--- config.mk ---
export PLATFORM = sky130hd
export DESIGN_NAME = serializador_palabra
export DESIGN_NICKNAME = d
export VERILOG_FILES = /design/src/rtl/celda_pkg.sv /design/src/rtl/registro_desplazamiento.sv /design/src/rtl/serializador_palabra.sv
export SDC_FILE = /design/constraint.sdc
export NUM_CORES = 1
export LEC_CHECK = 0
export ABC_AREA = 0
export CAP_MARGIN = 20
export CORE_MARGIN = 2
export CORE_UTILIZATION = 53
export CTS_CLUSTER_SIZE = 8
export DETAILED_ROUTE_END_ITERATION = 8
export MAX_ROUTING_LAYER = met4
export PLACE_DENSITY = 0.89
export SKIP_LAST_GASP = 1
export SLEW_MARGIN = 20
export SYNTH_ARGS = -nofsm -noshare
export SYNTH_HDL_FRONTEND = slang
export SYNTH_SLANG_ARGS = --single-unit
--- constraint.sdc ---
create_clock -name clk -period 3.1 [get_ports clk]
set_input_delay 0.62 -clock clk [delete_from_list [all_inputs] [get_ports clk]]
set_output_delay 0.62 -clock clk [all_outputs]
set_load 0.03 [all_outputs]
--- src/rtl/celda_pkg.sv ---
// Shared types and constants for the parity cell array feeder.
// Holds the serializer state encoding, default word width and parity encoding.
package celda_pkg;

  typedef enum logic [1:0] {
    IDLE  = 2'd0,
    SHIFT = 2'd1,
    DONE  = 2'd2
  } estado_t;

  localparam int WIDTH_DEF = 8;

  localparam logic PAR_EVEN = 1'b0;
  localparam logic PAR_ODD  = 1'b1;

endpackage

--- src/rtl/registro_desplazamiento.sv ---
// Parallel-load, shift-right register; load wins over shift, holds when neither is asserted.
// Zero latency to q0 after the loading edge; no backpressure of its own (shift_en is the stall gate).
module registro_desplazamiento #(
  parameter int WIDTH = 8
) (
  input  logic             clk,
  input  logic             rst_n,
  input  logic             load,
  input  logic             shift_en,
  input  logic [WIDTH-1:0] d,
  output logic             q0
);

  logic [WIDTH-1:0] shreg;

  always_ff @(posedge clk or negedge rst_n) begin
    if (!rst_n) begin
      shreg <= '0;
    end else if (load) begin
      shreg <= d;
    end else if (shift_en) begin
      shreg <= {1'b0, shreg[WIDTH-1:1]};
    end
  end

  assign q0 = shreg[0];

endmodule

--- src/rtl/serializador_palabra.sv ---
// Word-to-bit serializer, LSB first, with frame markers and a reference parity bit after the frame.
// Bit k on L k+1 cycles after accept, done at WIDTH+1; stall freezes SHIFT, load_ready only in IDLE.
module serializador_palabra
  import celda_pkg::*;
#(
  parameter int WIDTH = WIDTH_DEF
) (
  input  logic             clk,
  input  logic             rst_n,
  input  logic [WIDTH-1:0] word_in,
  input  logic             load_valid,
  output logic             load_ready,
  input  logic             stall,
  output logic             L,
  output logic             bit_valid,
  output logic             first_bit,
  output logic             last_bit,
  output logic             parity_ref,
  output logic             done
);

  localparam int CNT_W = (WIDTH > 1) ? $clog2(WIDTH) : 1;
  localparam logic [CNT_W-1:0] CNT_LAST = CNT_W'(WIDTH - 1);
  localparam logic [CNT_W-1:0] CNT_PENULT = CNT_W'(WIDTH - 2);

  estado_t          state;
  logic [CNT_W-1:0] cnt;
  logic             acc;
  logic             q0;
  logic             do_load;
  logic             do_shift;

  assign load_ready = (state == IDLE);
  assign do_load    = (state == IDLE) && load_valid;
  assign do_shift   = (state == SHIFT) && !stall;

  registro_desplazamiento #(
    .WIDTH(WIDTH)
  ) u_shreg (
    .clk      (clk),
    .rst_n    (rst_n),
    .load     (do_load),
    .shift_en (do_shift),
    .d        (word_in),
    .q0       (q0)
  );

  // bit_valid is registered, so L only ever reflects the register head during SHIFT
  assign L = bit_valid & q0;

  always_ff @(posedge clk or negedge rst_n) begin
    if (!rst_n) begin
      state      <= IDLE;
      cnt        <= '0;
      acc        <= PAR_EVEN;
      parity_ref <= PAR_EVEN;
      bit_valid  <= 1'b0;
      first_bit  <= 1'b0;
      last_bit   <= 1'b0;
      done       <= 1'b0;
    end else begin
      case (state)
        IDLE: begin
          done <= 1'b0;
          if (load_valid) begin
            state     <= SHIFT;
            cnt       <= '0;
            acc       <= PAR_EVEN;
            bit_valid <= 1'b1;
            first_bit <= 1'b1;
            last_bit  <= 1'b0;
          end
        end
        SHIFT: begin
          if (!stall) begin
            acc       <= acc ^ q0;
            first_bit <= 1'b0;
            // cnt stops at WIDTH-1 rather than wrapping on the final bit
            if (cnt == CNT_LAST) begin
              state      <= DONE;
              bit_valid  <= 1'b0;
              last_bit   <= 1'b0;
              done       <= 1'b1;
              parity_ref <= acc ^ q0;
            end else begin
              cnt      <= cnt + 1'b1;
              last_bit <= (cnt == CNT_PENULT);
            end
          end
        end
        DONE: begin
          done  <= 1'b0;
          state <= IDLE;
        end
        default: begin
          state     <= IDLE;
          bit_valid <= 1'b0;
          first_bit <= 1'b0;
          last_bit  <= 1'b0;
          done      <= 1'b0;
        end
      endcase
    end
  end

endmodule

Yosys cells after proc, flatten, opt, wreduce, memory -nomap -nowiden
Cells that the tools add are included.
{ "totals": {"word_cells": 60, "regBits": 19, "output_inout_bits": 7, "input_bits": 12} }
{ "op_classes": {"bitwise_logic": 4, "eq_ne": 8, "mux": 25, "n_reduce_logical": 13, "addsub": 1} }
{ "ops": {"columns": ["operator", "n"], "rows": [
  ["two-way mux 8 bit", 2],
  ["AND reduction 3 bit", 4],
  ["two-way mux 1 bit", 11],
  ["two-way mux 3 bit", 3],
  ["case mux 1 bit (3 select lines)", 3],
  ["AND reduction 4 bit", 2],
  ["== test 3 bit (second input constant)", 2],
  ["two-way mux 2 bit", 3],
  ["!= test 2 bit (second input constant)", 3],
  ["case mux 3 bit (2 select lines)", 1],
  ["case mux 2 bit (2 select lines)", 1],
  ["nonzero test 2 bit", 2],
  ["adder 3 x 1 -> 3 bit (second input constant)", 1],
  ["== test 2 x 1 -> 1 bit (second input constant)", 1],
  ["== test 2 bit (second input constant)", 1],
  ["logical AND 1 bit", 2],
  ["zero test 2 bit", 1],
  ["!= test 2 x 1 -> 1 bit (second input constant)", 1],
  ["inverter 1 bit", 2],
  ["case mux 1 bit (2 select lines)", 1],
  ["AND reduction 2 bit", 1],
  ["bitwise AND 1 bit", 1],
  ["zero test 1 bit", 1],
  ["XOR 1 bit", 1]
]} }

Longest topological paths before layout
{ "logic_depth": {"depth_word": 4, "ltp_mapped": 5, "mapped_depth_nobuf": 5} }

Cells and area by module
A second synthesis with hierarchy kept.
{ "unflattened": {"cells_unflattened": 87, "hier_area_um2": 939.7} }
{ "modules_own_cells": {"columns": ["module", "cells_per_inst", "n_inst", "area_each_um2", "seq_area_each_um2"], "rows": [
  ["serializador_palabra", 53, 1, 570.5, 275.3],
  ["registro_desplazamiento", 34, 1, 369.1, 200.2]
]} }

Least setup slack after synthesis
No wires, ideal clock.
{ "synth_timing": {"path_type": "input to register", "start": "input stall", "end": "register u_shreg.shreg[2]", "n_path_buf": 1, "setup_slack_ps": 1332, "arrival_time_ps": 1644, "path_stages": 4, "required_ps": 2975, "setup_time_ps": 125, "path_cell_list": "buf_6 or3b_4 mux2_4 mux2_2"} }
{ "synth_between": {"elab_chain_len": 3} }
{ "synth_rtl": {"columns": ["element", "line", "source"], "rows": [
  ["from (decl)", "serializador_palabra.sv:13", "input logic stall,"],
  ["zero test 1 bit", null, null],
  ["logical AND 1 bit", "serializador_palabra.sv:35", "assign do_shift = (state == SHIFT) && !stall;"],
  ["nonzero test 2 bit (no source line)", null, null],
  ["to (signal assigned)", "registro_desplazamiento.sv:22", "shreg <= {1'b0, shreg[WIDTH-1:1]};"],
  ["to (decl)", "registro_desplazamiento.sv:14", "logic [WIDTH-1:0] shreg;"]
]} }
Every way passes these cells.
A chain may end at the register's enable or synchronous reset.

Worst setup path in the final report
{ "layout_timing": {"start": "register state[1]", "end": "output load_ready"} }
{ "layout_between": {"elab_chain_len": 1} }
{ "layout_rtl": {"columns": ["element", "line", "source"], "rows": [
  ["from (decl)", "serializador_palabra.sv:26", "estado_t state;"],
  ["from (signal assigned)", "serializador_palabra.sv:53", "state <= IDLE;"],
  ["from (signal assigned)", "serializador_palabra.sv:66", "state <= SHIFT;"],
  ["from (signal assigned)", "serializador_palabra.sv:80", "state <= DONE;"],
  ["zero test 2 bit", "serializador_palabra.sv:33", "assign load_ready = (state == IDLE);"],
  ["to (decl)", "serializador_palabra.sv:12", "output logic load_ready,"]
]} }
Every way passes these cells.

==> impl.org <==
** Final layout
- The finished cells cover 1140 um^2.
- Fin util :: 67.4%
- The final layout contains 116 nets.
- Number of standard cells in the layout, taps in and fillers out :: 117
- The post-route netlist has 11.0% of its cells at a drive strength greater than 1.
- From synthesis to final layout, the design area changed by 22.6%.
- Number of inserted diodes :: 0

** Global route
- First-pass GRT wire length :: 2820 um
- The number of antenna violations at the first check in global routing came to 0.
- For this run the aggregate overflow at the end of global routing stands at 0.
- Global routing usage summed across all routing layers :: 20.2%
- Grt met2 use :: 31.9%
- Vias in the first global route :: 661
- Entering global routing, the biggest net connects 20 pins.
- GR Layer Usage met3 :: 5.16%
- Most utilized layer in the global route result :: met2
- Global routing used 22.2% of the available met1 tracks.

** Clock network
- After clock tree synthesis, the clock-pin slew on the worst setup and hold paths is 110 ps.
- Number of CTS-inserted buffers :: 3
- Root buf cell :: clkbuf_4
- Clock latency on the worst-skew pair :: 310 ps
- Clock H-tree levels :: 1
- CTS sink cnt :: 19
- TritonCTS built the clock tree.
- Hold repair after CTS inserted 0 buffers.
- Number of cells upsized or downsized after cts :: 0
- Setup fix buffers added after clock tree synthesis :: 0
- In this run the deepest clock path goes through 2 buffers.

** Place
- After legalization and detailed placement, the total HPWL measured 1340 um.
- The placed instances occupy a cell area of 1110 um^2.
- The congestion estimate from routability-driven global placement came to 0.762.
- Input and output buffers added on the ports amount to 18.
- Before CTS, the worst setup slack after placement is 773 ps.
- In this run, placement finished with an instance count of 113.

** Yosys
- Ys Warns :: 0
- Cell type with the largest total area after synthesis :: dfrtp_1
- Leading post-synthesis cells by instance count :: 19 x dfrtp_1, 8 x a22o_1, 8 x nor2_1
- Distinct cell type count after synthesis :: 26
- Number of synthesized flops with an enable pin :: 0
- In this run the mean area of a mapped cell was 11.5 um^2.
- By area the synthesized netlist is led by dfrtp_1 51%, a22o_1 7.5%, a21o_1 4.9%.
- For this run, the register share of the synthesized area comes to 51.2%.
- The synthesized design contains 19 register bits.
- The cell count after synthesis came out at 81.
- The mapped netlist covers 928 um^2.
- In the synthesized netlist the dominant register cell turns out to be dfrtp_1.
- Number of nets produced by synthesis :: 96
- Yosys top cell area share :: 51.2%
- After synthesis, the share of flip-flops with an asynchronous set or reset is 100%.
- Count leader, synth :: dfrtp_1

** Route
- Dividing the detail-routed wire length by the instance count gives 15.4 um.
- Post-DRT Antenna Nets :: 0
- In the routed layout, each cell is associated on average with a via count of 5.95.
- Length of the first detailed-routing pass in iterations :: 4
- The routed layout has 696 vias.
- DRC Markers :: 0
- Initial detailed-routing violation count :: 11
- The routed design has 1800 um of wire.

** Floorplanning
- Row count :: 15
- The region available for standard cell placement spans 1690 um^2.
- 19 I/O pins were placed.
- Initial standard-cell utilization of the core :: 55.0%
- The die covers 2100 um^2.
- Die span in y :: 45.9 um
- Width of the die :: 45.9 um

** Run status
- The run finished with clean final reports.

** STA
- Smallest hold slack :: 491 ps
- Total count of hold-check failures in the final report :: 0
- The clock period could shrink to 2280 ps.
- The max-slew violation count was 0.
- After routing, the total negative slack on setup checks comes to 0 ps.
- Worst path setup slack after routing :: 822 ps
- Setup repair after global routing left no endpoint under its margin.
- Clock skew on the completed layout was measured at 2.02 ps.
- The worst path uses 73.5% of the clock period.
- Achievable Freq :: 439 MHz
- Setup violations remaining at the end of the flow were counted as 0.
- The worst pin sits at a relative slew slack of 46.2%.
- At the pin with the least slew margin, the transition time is 805 ps.

** Min path
- Hold path endpoint :: u_shreg.shreg[4]$_DFFE_PN0P_
- The worst hold path begins at u_shreg.shreg[4]$_DFFE_PN0P_.
- The min-delay analysis places its worst path in the category flop to flop.
- Number of cells on the worst hold path :: 1

** Setup path
- The critical path starts at state[1]$_DFFE_PN0P_.
- Data on the critical path arrives at its endpoint at 1660 ps.
- Endpoint type of the worst setup path :: output port
- The worst register-to-register path ends at cnt[0]$_DFFE_PN0P_.
- Setup slack of the worst register-to-register path :: 1170 ps
- Of all nets on the critical path, the largest fanout is 11.
- Reg2reg path depth :: 5
- The worst setup path is launched from a flop.
- Worst Path Class, Setup :: flop to output port
- Required arrival time at the worst endpoint :: 2480 ps
- Reg-to-reg critical path startpoint :: cnt[0]$_DFFE_PN0P_

** Power
- Total power for the finished layout comes to 1.03 mW.
- VDD sags by at most 0.570 mV.
- Power density over cell area :: 903 nW/um^2
- Summed over all cells, the static leakage comes to 0.553 nW.

** Run
- The tool flagged a number of max-cap violations equal to 0.
==> placed cells by master, fill, tap and decap left out <==
cell	Yosys	final
a21o_1	6	6
a21oi_1	4	4
a221oi_1	1	1
a22o_1	8	8
and2_1	2	2
buf_4	0	1
clkbuf_4	0	3
clkdlybuf4s50_1	0	18
clkinv_2	0	1
dfrtp_1	19	19
ha_1	3	3
inv_1	5	5
mux2_2	3	3
mux2_4	1	1
nand2_1	1	1
nand2b_1	1	1
nor2_1	8	8
nor2b_1	3	3
nor3_1	2	2
nor3b_1	1	1
nor3b_4	1	1
nor4b_1	1	1
nor4bb_1	1	1
o21bai_1	1	1
o22ai_1	1	1
o32ai_1	2	2
or3b_4	1	1
xnor2_1	1	1
==> cells by family (layout without fill, tap and decap cells) <==
kind of cell / Yosys count / count (layout) / synth area share, %
mux: 4 / 4 / 5.26
simple gates: 22 / 22 / 14.8
fa+ha+maj: 3 / 3 / 4.04
buf+inv: 9 / 28 / 4.85
compound gates: 23 / 23 / 18.9
xor+xnor: 1 / 1 / 0.944
flops: 19 / 19 / 51.2
==> registers in the layout, indices dropped and copies added, names as in the netlist <==
name	flops
cnt	3
bit_valid	1
last_bit	1
first_bit	1
done	1
u_shreg.shreg	8
parity_ref	1
state	2
acc	1
==> critical path, stage by stage (launching register included) <==
cell,delay (ps)
dfrtp_1,530
nor2_1,140
clkdlybuf4s50_1,680
==> area by class of cell <==
class | instances | area [um^2]
repair buffers | 19 | 188
flip-flops and latches | 19 | 475
fillers | 124 | 551
well taps | 17 | 21.3
multi-input cells | 53 | 408
clock inverters | 1 | 5.00
inverters | 5 | 18.8
clock buffers | 3 | 22.5
==> worst max-delay path by stage <==
stage	end
4_1_cts	load_ready
6_report	load_ready
2_1_floorplan	u_shreg.shreg[2]$_DFFE_PN0P_
5_1_grt	load_ready
3_3_place_gp	u_shreg.shreg[2]$_DFFE_PN0P_
3_5_place_dp	u_shreg.shreg[2]$_DFFE_PN0P_
==> layer usage <==
layer | up-vias | share of wire, %
li1 | 327 | -
met5 | - | 0
met2 | 27 | 48
met3 | 5 | 4.7
met1 | 337 | 44
met4 | 0 | 2.8
==> where the power goes <==
| group | switching (mW) | internal (mW) |
|---|---|---|
| clock network | 0.0805 | 0.0483 |
| registers | 0.0879 | 0.343 |
| logic | 0.225 | 0.243 |
Power figures use the tool's default switching activity.
==> RTL change, RTL diff (same settings) <==
The package constant `WIDTH_DEF` goes from 8 to 4.
--- a/src/rtl/celda_pkg.sv
+++ b/src/rtl/celda_pkg.sv
@@ -8,7 +8,7 @@
     DONE  = 2'd2
   } estado_t;
 
-  localparam int WIDTH_DEF = 8;
+  localparam int WIDTH_DEF = 4;
 
   localparam logic PAR_EVEN = 1'b0;
   localparam logic PAR_ODD  = 1'b1;
Interface: changed (resized word_in); port bits go from 19 to 15. The function was not compared with the original's and may differ.
==> RTL change against the original RTL <==
- sequential cell count down 5
- power down 14%
- wire length down 33%
- worst setup slack worse by 0.032 ns
- design area down 22%
- maximum frequency down 1.4%
- synthesized area down 24%
- synthesized cell count down 17%
==> RTL change: results (changes against the original RTL) <==
metric;value;unit;change
status;finished, final reports clean;;
wire_per_inst;12.22;microns;-20%
hold_path_end;done$_DFFE_PN0P_;;
hpwl;915.7;microns;-31%
synth.top_cells.by_area;dfrtp_1 50%, o221a_2 4.8%, or3_1 4.5%;;
fillCellCount;94;;-24%
tightestPinTransition;0.6002;ns;-0.2047 ns
synth_nets;77;;-20%
reg2reg_depth;4;;-1
p_sw_frac;0.3924;;+0.009590
syn-mean-instance-area;10.48;sq um;-8.6%
min_from;done$_DFFE_PN0P_;;
rr_endpoint;cnt[1]$_DFFE_PN0P_;;
via_per_inst;5.469;;-8.1%
grt_max_degree;15;;-25%
place_area;852.1;sq um;-23%
grt_pass1_wl;1973;microns;-30%
leakagePower;0.3955;nW;-28%
synth.distinct_cells;24;;-7.7%
reg_top3;u_shreg.shreg x4, cnt x2, state x2;;
gp_congestion;0.8347;;+9.6%
rrSetupSlack;1.58;ns;+0.41 ns
path_clk_slew;0.07;ns;-0.04 ns
clock_latency;0.28;ns;-0.03 ns
crit_arrival;1.69;ns;+0.03 ns
grt_pass1_vias;466;;-30%
vias;536;;-23%
firstDrtPassIters;2;;-2
port-buffer-count;14;;-4
yosysSeqAreaShare;0.4991;;-0.01302
fin_skew;0.009087;ns;+0.007064 ns
postCtsHoldBufs;0;;unchanged
whs_path_depth;2;;+1
grt_usage;0.1952;;-0.006943
final_net_count;94;;-19%
drive_above_1_share;0.1325;;+0.02253
RTL change: cell count changes in the layout (fill, tap and decap cells not counted), sizes merged, moves of 4 or more:
cell / before / now
a21o: 6 / 0
a22o: 8 / 1
clkdlybuf4s50: 18 / 14
dfrtp: 19 / 14
o21ai: 0 / 6
or3: 0 / 5
RTL change: metal layers:
layer  vias up  global-route usage  part of all wire
met2        12              0.2857              0.46
li1        271                   -                 -
met1       251              0.2361              0.48
met5         -                   -                 0
met3         2              0.1111             0.057
met4         0             0.03333            0.0042
RTL change: cell families after synthesis:
family          share of synthesized area
xor+xnor                          0.01248
fa+ha+maj                         0.03564
compound gates                     0.1747
buf+inv                           0.04455
flops                              0.4991
simple gates                       0.1890
mux                               0.04456
RTL change: cell type report:
| type | count | area, sq um | share of cell area |
|---|---|---|---|
| well taps | 15 | 18.77 | 0.02113 |
| inverters | 6 | 22.52 | 0.02535 |
| repair buffers | 14 | 140.1 | 0.1577 |
| clock buffers | 4 | 36.28 | 0.04085 |
| multi-input cells | 45 | 320.3 | 0.3606 |
| flip-flops and latches | 14 | 350.3 | 0.3944 |
RTL change: worst max-delay path by stage:
stage / to / slack [ns] / from / cells past startpoint
finish: load_ready / 0.79 / state[1]$_DFFE_PN0P_ / 2
global route: load_ready / 0.68 / state[1]$_DFFE_PN0P_ / 2
CTS: load_ready / 0.78 / state[1]$_DFFE_PN0P_ / 2
detailed placement: parity_ref$_DFFE_PN0P_ / 1.07 / stall / 4
global placement: parity_ref$_DFFE_PN0P_ / 1.06 / stall / 4
floorplan: load_ready / 1.48 / state[0]$_DFFE_PN0P_ / 2
RTL change: power by group through the flow:
stage	sequential (mW)	combinational (mW)	clock, mW
after detailed placement	0.341	0.423	0
after global routing	0.352	0.464	0.139
after global placement	0.338	0.415	0
after floorplan	0.373	0.242	0
after CTS	0.339	0.424	0.128
final	0.340	0.419	0.125
RTL change: worst reg2reg max path: stages (launching register included):
cell	delay [ns]
dfrtp_1	0.42
ha_1	0.22
or3b_4	0.41
or3_1	0.31
nand3_1	0.09
RTL change: per-stage QoR:
step           power, mW  worst slack, ns  hold slack [ns]    util
6_report          0.8851           0.7895           0.5157  0.7002
5_1_grt           0.9548           0.6761           0.5408  0.7002
4_1_cts           0.8917           0.7773           0.5166  0.7002
3_5_place_dp      0.7647            1.070           0.4948  0.6716
3_3_place_gp      0.7526            1.060           0.4863  0.6716
2_1_floorplan     0.6158            1.476           0.3244       -
